<file path="config.mk">
export PLATFORM = sky130hd
export DESIGN_NAME = pipelined_adder
export DESIGN_NICKNAME = d
export VERILOG_FILES = /design/src/rtl/pipelined_adder_pkg.sv /design/src/rtl/pipelined_adder_chunk.sv /design/src/rtl/pipelined_adder.sv
export SDC_FILE = /design/constraint.sdc
export NUM_CORES = 1
export LEC_CHECK = 0
export ABC_CLOCK_PERIOD_IN_PS = 2700
export BUFFER_PORTS_ARGS = -buffer_cell sky130_fd_sc_hd__buf_2
export CAP_MARGIN = 20
export CORE_ASPECT_RATIO = 0.75
export CORE_MARGIN = 2
export CORE_UTILIZATION = 26
export DETAILED_ROUTE_END_ITERATION = 12
export PLACE_DENSITY = 0.41
export SKIP_CTS_REPAIR_TIMING = 1
export SLEW_MARGIN = 20
export SYNTH_ARGS = -nofsm -noshare
export SYNTH_HDL_FRONTEND = slang
export SYNTH_HIERARCHICAL = 1
export SYNTH_SLANG_ARGS = --single-unit
export TNS_END_PERCENT = 100
</file>
<file path="constraint.sdc">
create_clock -name clk -period 2.7 [get_ports clk]
set_input_delay 0.54 -clock clk [delete_from_list [all_inputs] [get_ports clk]]
set_output_delay 0.54 -clock clk [all_outputs]
set_load 0.05 [all_outputs]
</file>
<file path="src/rtl/pipelined_adder_pkg.sv">
// pipelined_adder_pkg: shared helpers and stage-control types for pipelined_adder.
// Optional feature macro: PIPELINED_ADDER_OVF_EN (adds operand sign bits to the stage control word).
package pipelined_adder_pkg;

    // Width of one pipeline chunk. A degenerate configuration still yields a
    // legal width so that only the configuration error is reported.
    function automatic int chunk_width(input int width, input int stages);
        if (stages < 1) begin
            return 1;
        end
        if (width / stages < 1) begin
            return 1;
        end
        return width / stages;
    endfunction

    // True when WIDTH splits into STAGES equal, non-empty chunks.
    function automatic bit config_ok(input int width, input int stages);
        return (stages >= 1) && (stages <= width) && ((width % stages) == 0);
    endfunction

    // Per-stage control word. The partial sum and the pending operand chunks
    // change width from stage to stage, so the top level declares them next
    // to this word inside its stage generate loop.
    typedef struct packed {
        logic valid;
        logic carry;
`ifdef PIPELINED_ADDER_OVF_EN
        logic sign_a;
        logic sign_b;
`endif
    } stage_ctrl_t;

endpackage

</file>
<file path="src/rtl/pipelined_adder_chunk.sv">
// adder_chunk: combinational CHUNK-bit add with carry in and carry out.
// One copy sits in front of every pipeline stage register of pipelined_adder.
module adder_chunk #(
    parameter int CHUNK = 8
) (
    input  logic [CHUNK-1:0] a,
    input  logic [CHUNK-1:0] b,
    input  logic             cin,
    output logic [CHUNK-1:0] sum,
    output logic             cout
);

    logic [CHUNK:0] total;

    // One extra bit on the add holds the carry that moves on to the next chunk.
    always_comb begin
        total = {1'b0, a} + {1'b0, b} + {{CHUNK{1'b0}}, cin};
        sum   = total[CHUNK-1:0];
        cout  = total[CHUNK];
    end

endmodule

</file>
<file path="src/rtl/pipelined_adder.sv">
// pipelined_adder: WIDTH-bit adder split into STAGES chunks, one chunk per
// pipeline stage, with the carry registered between stages and a valid/ready
// stream on both sides. All stages advance together; a stalled output freezes
// the whole pipe.
// Optional feature macro: PIPELINED_ADDER_OVF_EN adds the signed-overflow
// output ovf and the operand sign bits that travel down the pipe with it.
module pipelined_adder
    import pipelined_adder_pkg::*;
#(
    parameter int WIDTH  = 32,
    parameter int STAGES = 4
) (
    input  logic             clk,
    input  logic             rst,
    input  logic             in_valid,
    output logic             in_ready,
    input  logic [WIDTH-1:0] a,
    input  logic [WIDTH-1:0] b,
    input  logic             cin,
    output logic             out_valid,
    input  logic             out_ready,
    output logic [WIDTH-1:0] sum,
    output logic             cout,
    output logic             busy
`ifdef PIPELINED_ADDER_OVF_EN
    ,
    output logic             ovf
`endif
);

    localparam int CHUNK = chunk_width(WIDTH, STAGES);
    localparam int LAST  = (STAGES < 1) ? 0 : STAGES - 1;

    if (!config_ok(WIDTH, STAGES)) begin : g_bad_config
        $error("pipelined_adder: WIDTH (%0d) must be a multiple of STAGES (%0d), with 1 <= STAGES <= WIDTH",
               WIDTH, STAGES);
    end

    logic              adv;
    logic [STAGES-1:0] valid_vec;

    // Stage k adds chunk k. src_a/src_b are the operand bits not yet consumed
    // when the transaction enters stage k; the low chunk is added here and the
    // rest is registered for the following stage. sum_q holds every chunk
    // finished so far, so the last stage carries the complete sum.
    for (genvar k = 0; k < STAGES; k++) begin : g_stage
        localparam int SRC_W  = WIDTH - k * CHUNK;
        localparam int DONE_W = (k + 1) * CHUNK;

        logic [SRC_W-1:0]  src_a;
        logic [SRC_W-1:0]  src_b;
        logic              carry_in;
        logic              valid_in;
`ifdef PIPELINED_ADDER_OVF_EN
        logic              sign_a_in;
        logic              sign_b_in;
`endif
        logic [CHUNK-1:0]  chunk_sum;
        logic              chunk_cout;
        logic [DONE_W-1:0] sum_d;
        logic [DONE_W-1:0] sum_q;
        stage_ctrl_t       ctrl_q;

        if (k == 0) begin : g_head
            assign src_a    = a;
            assign src_b    = b;
            assign carry_in = cin;
            assign valid_in = in_valid;
            assign sum_d    = chunk_sum;
`ifdef PIPELINED_ADDER_OVF_EN
            assign sign_a_in = a[WIDTH-1];
            assign sign_b_in = b[WIDTH-1];
`endif
        end else begin : g_body
            assign src_a    = g_stage[k-1].g_keep.pend_a_q;
            assign src_b    = g_stage[k-1].g_keep.pend_b_q;
            assign carry_in = g_stage[k-1].ctrl_q.carry;
            assign valid_in = g_stage[k-1].ctrl_q.valid;
            assign sum_d    = {chunk_sum, g_stage[k-1].sum_q};
`ifdef PIPELINED_ADDER_OVF_EN
            assign sign_a_in = g_stage[k-1].ctrl_q.sign_a;
            assign sign_b_in = g_stage[k-1].ctrl_q.sign_b;
`endif
        end

        adder_chunk #(
            .CHUNK (CHUNK)
        ) u_chunk (
            .a    (src_a[CHUNK-1:0]),
            .b    (src_b[CHUNK-1:0]),
            .cin  (carry_in),
            .sum  (chunk_sum),
            .cout (chunk_cout)
        );

        // Control word and finished sum bits move one stage on every advance and clear on reset.
        always_ff @(posedge clk) begin
            if (rst) begin
                ctrl_q <= '0;
                sum_q  <= '0;
            end else if (adv) begin
                ctrl_q.valid  <= valid_in;
                ctrl_q.carry  <= chunk_cout;
`ifdef PIPELINED_ADDER_OVF_EN
                ctrl_q.sign_a <= sign_a_in;
                ctrl_q.sign_b <= sign_b_in;
`endif
                sum_q         <= sum_d;
            end
        end

        if (k < STAGES - 1) begin : g_keep
            logic [SRC_W-CHUNK-1:0] pend_a_q;
            logic [SRC_W-CHUNK-1:0] pend_b_q;

            // Operand chunks still waiting to be added follow the transaction to the next stage.
            always_ff @(posedge clk) begin
                if (rst) begin
                    pend_a_q <= '0;
                    pend_b_q <= '0;
                end else if (adv) begin
                    pend_a_q <= src_a[SRC_W-1:CHUNK];
                    pend_b_q <= src_b[SRC_W-1:CHUNK];
                end
            end
        end

        assign valid_vec[k] = ctrl_q.valid;
    end

    // The whole pipe moves unless the output holds a result nobody is taking.
    assign out_valid = g_stage[LAST].ctrl_q.valid;
    assign cout      = g_stage[LAST].ctrl_q.carry;
    assign sum       = g_stage[LAST].sum_q;
    assign adv       = !out_valid || out_ready;
    assign in_ready  = adv;
    assign busy      = |valid_vec;

`ifdef PIPELINED_ADDER_OVF_EN
    // Signed overflow: equal operand signs but a result sign that differs.
    assign ovf = out_valid
               && (g_stage[LAST].ctrl_q.sign_a == g_stage[LAST].ctrl_q.sign_b)
               && (sum[WIDTH-1] != g_stage[LAST].ctrl_q.sign_a);
`endif

endmodule
</file>
[Yosys cells after proc, flatten, opt, wreduce, memory -nomap -nowiden]
Cells that the tools add are included.
Word-level totals
  input port bits: 69
  bits in registers: 184
Cells by class
  reductions and logical operators: 3
  $add $sub $neg: 8
Operators by type and width (number)
  $add 8x8->9: 4
  $add 9x1->9: 4
  $reduce_or 4->1: 1
  $logic_not 1->1: 1
  $logic_or 1x1->1: 1

[Depth between registers and ports, before layout]
  depth in word-level cells: 2
  depth in mapped cells: 8

[Cells and area by module]
Netlist, hierarchy kept.
By module, submodules not included
  pipelined_adder: instances 1, area each 7542.2 sq um, cells an instance 708
  adder_chunk at g_stage[0].u_chunk ...: instances 3, area each 331.6 sq um, cells an instance 40
  adder_chunk at g_stage[2].u_chunk: instances 1, area each 331.6 sq um, cells an instance 42

[Worst setup path before layout]
No wires, ideal clock.
  kind: reg-to-output
  start point: register g_stage[3].ctrl_q, in the netlist out_valid
  end point: output port busy
  path slack: 481 ps
  cell stages (with the launch flop): 4
  path buffers: 2
  data required time: 2160 ps
  data arrival time: 1679 ps
  path through: dfxtp_1 > buf_2 > buf_2 > or4_1
On the way
  cells in the longest elaborated chain, start to end: 1
Ends and longest elaborated chain
  from (decl): line pipelined_adder.sv:62  | stage_ctrl_t ctrl_q;
  $reduce_or 4->1: line pipelined_adder.sv:137  | assign busy = |valid_vec;
  to (decl): line pipelined_adder.sv:24  | output logic busy
No other way between the ends.

[Worst setup path in the final report]
  start point: register g_stage[3].ctrl_q, in the netlist out_valid
  end point: output port out_valid
RTL lines
  to (decl): line pipelined_adder.sv:20  | output logic out_valid,
No word-level cell between the ends.

==> run metrics <==
fin crit share 83.4%; met1 Use GR 20.4%; total die area 35600 µm²; share of cells above drive strength 1 16.5%; design area 10400 µm²; number of detailed-route iterations in the first pass 4; Max Cap Viol 0; commonest non-fill, non-tap cells in the layout nand2b_1 (186), dfxtp_1 (183), buf_2 (103), mux2i_1 (99), o21ai_0 (89); synth warn 6; critical path launch point type flip-flop; end of the critical path out_valid; Tmin final 2.25 ns; syn_nets 975; Post-synth EDFFs 0; Mapped Avg Cell Area 10.2 µm²; setup TNS 0 ns; vias in the first global route 5979; final setup fails 0; reg2reg path depth 7; CTS Buffer Depth 2; drt initial violations 311; clock transition at the registers of the reported paths 0.07 ns; Hold Path Class in2reg; R2R Setup Slk 0.68 ns; synthesized area 8870 µm²; Util after Layout 30.9%; pin count of the biggest net entering global routing 109; Via density 4.40; placed cell area 9780 µm²; mean routed wirelength per cell 15.4 µm; #FFs+latches synth 184; GR Util All Layers 12.6%; initial cell density of the core 26.5%; Die X 217 µm; critical path required time 2.16 ns; grt met3 use 3.44%; clock skew 0.00990 ns; Cell Pwr Density 593 nW/µm²; # IOs 105; port bufs 104; Area Overhead vs Synth 16.7%; Lkg Pwr 3.86 nW; reg2reg start g_stage[2].g_keep.pend_a_q[0]; global routing usage on met2 15.6%; routability cong. 0.731; row count 58; most common cell after layout, fill and taps aside nand2b_1; R2R Path End cout; GR peak layer met1; final hold slack 0.346 ns; nets 1039; sequential-to-total area share from yosys stat 41.5%; Detailed Place HPWL 14.0 mm; RSZ-0062 raised after global routing false; DRC errors left 0; Final Max Tran Viols 0; Worst Max-Slew Pin Slew 0.839 ns; first-pass GRT wire length 34.8 mm; core area 33500 µm²; vias post-DR 6143; H-tree lvl count 4; status finished, final reports clean; critical path fanouts, max 48; VDD IR max 0.368 mV; die extent in y 164 µm; Most used DFF post-synth dfxtp_1; final hold violations 0; GRT Residual Overflow 0; initial antenna violation count 1; clk root buf clkbuf_16; Syn Inst Count 870; slew margin rel. 44.1%; CTS buffer count 17; Crit Path Class reg2out; Skew-Pair Late Insertion Delay 0.44 ns; critical path startpoint out_valid; post-synthesis async set-or-reset flop share 0%; Layout fillers 3535; CTS tree built; CTS sink count 184; Post-DRT Antenna Nets 0; Cell variety after synth 37; f_max 444 MHz; critical path arrival 1.71 ns; final wirelength 21.6 mm; Worst Setup End Kind output port
-- through the flow --
stage               cells  setup WS [ns]  power [mW]
floorplan             870          0.481        3.51
global placement     1365          0.451        3.73
detailed placement   1365          0.428        3.73
CTS                  1396          0.366        6.27
global route         1396          0.309        6.47
finish               1397          0.449        6.14
-- kinds of logic after synthesis --
| group | count (synthesis) | synth area share [%] |
|---|---|---|
| DFF | 184 | 41.5 |
| xor gates and xnor gates | 16 | 1.58 |
| and+or+nand+nor | 312 | 26.4 |
| adders and majority gates | 36 | 5.76 |
| AOI/OAI and AO/OA | 141 | 9.34 |
| muxes | 99 | 11.2 |
| buffers and inverters | 82 | 4.25 |
-- worst max-delay path, cell delays in order (launching register included) --
cell,delay (ns)
dfxtp_2,0.43
buf_4,0.47
buf_2,0.36
-- routing by layer --
layer	up-vias	routed length, µm
li1	3232	-
met1	2833	13000
met2	68	7820
met3	10	614
met4	0	173
met5	-	0
-- Yosys cell counts (2+ instances only) --
| cell | n | area [µm²] |
|---|---|---|
| nor4_1 | 4 | 25.0 |
| nor2b_1 | 6 | 37.5 |
| o221a_2 | 3 | 33.8 |
| a311o_1 | 8 | 80.1 |
| or4bb_1 | 30 | 338 |
| buf_8 | 2 | 30.0 |
| nand3b_1 | 3 | 22.5 |
| nor2_1 | 2 | 7.51 |
| inv_1 | 9 | 33.8 |
| xnor2_1 | 8 | 70.1 |
| buf_4 | 6 | 45.0 |
| buf_2 | 5 | 25.0 |
| clkbuf_1 | 53 | 199 |
| nand3_1 | 8 | 40.0 |
| nor3_1 | 5 | 25.0 |
| o21ai_0 | 89 | 445 |
| mux2i_1 | 99 | 991 |
| a21oi_2 | 3 | 26.3 |
| nand4_1 | 3 | 18.8 |
| o211ai_1 | 3 | 22.5 |
| inv_2 | 4 | 15.0 |
| a21oi_1 | 18 | 90.1 |
| a21o_1 | 8 | 60.1 |
| dfxtp_1 | 184 | 3680 |
| ha_1 | 28 | 350 |
| xor2_1 | 8 | 70.1 |
| nand2_1 | 9 | 33.8 |
| buf_6 | 2 | 22.5 |
| nand4bb_1 | 55 | 619 |
| o21bai_1 | 4 | 30.0 |
| nand2b_1 | 186 | 1160 |
| o21a_1 | 3 | 22.5 |
| fa_1 | 8 | 160 |
-- report_power, final --
part           internal (mW)  total [mW]  leakage, nW  switching, mW
sequential              2.87        2.93         1.51         0.0585
combinational          0.312       0.728         2.07          0.416
clock                   1.37        2.48        0.275           1.11
total                   4.55        6.14         3.86           1.59
-- how the worst min path moves through the flow --
| stage | start | to | depth (start not counted) |
|---|---|---|---|
| after floorplan | g_stage[3].valid_in | out_valid | 2 |
| final | a[21] | g_stage[0].g_keep.pend_a_q[13] | 3 |
| after CTS | a[21] | g_stage[0].g_keep.pend_a_q[13] | 3 |
| after global routing | a[22] | g_stage[0].g_keep.pend_a_q[14] | 3 |
| after detailed placement | g_stage[3].valid_in | out_valid | 2 |
| after global placement | g_stage[3].valid_in | out_valid | 2 |
-- flip-flops by register name (all words and copies together) (netlist names) --
name	cells
g_stage.g_keep.pend_a_q	48
g_stage.g_keep.pend_b_q	48
g_stage.sum_q	48
sum	32
g_stage.carry_in	3
g_stage.valid_in	3
cout	1
out_valid	1
-- layout make-up --
| class | instances | area (µm²) | share of cell area (%) |
|---|---|---|---|
| sequential | 184 | 3680 | 35.6 |
| tap | 450 | 563 | 5.44 |
| clock inverter | 9 | 88.8 | 0.858 |
| inverter | 14 | 55.1 | 0.532 |
| antenna | 1 | 2.50 | 0.0242 |
| timing repair buffer | 113 | 657 | 6.35 |
| clock buffer | 22 | 484 | 4.68 |
| multi-input combinational | 604 | 4820 | 46.5 |
No activity file was read; power rests on OpenSTA's default activity.
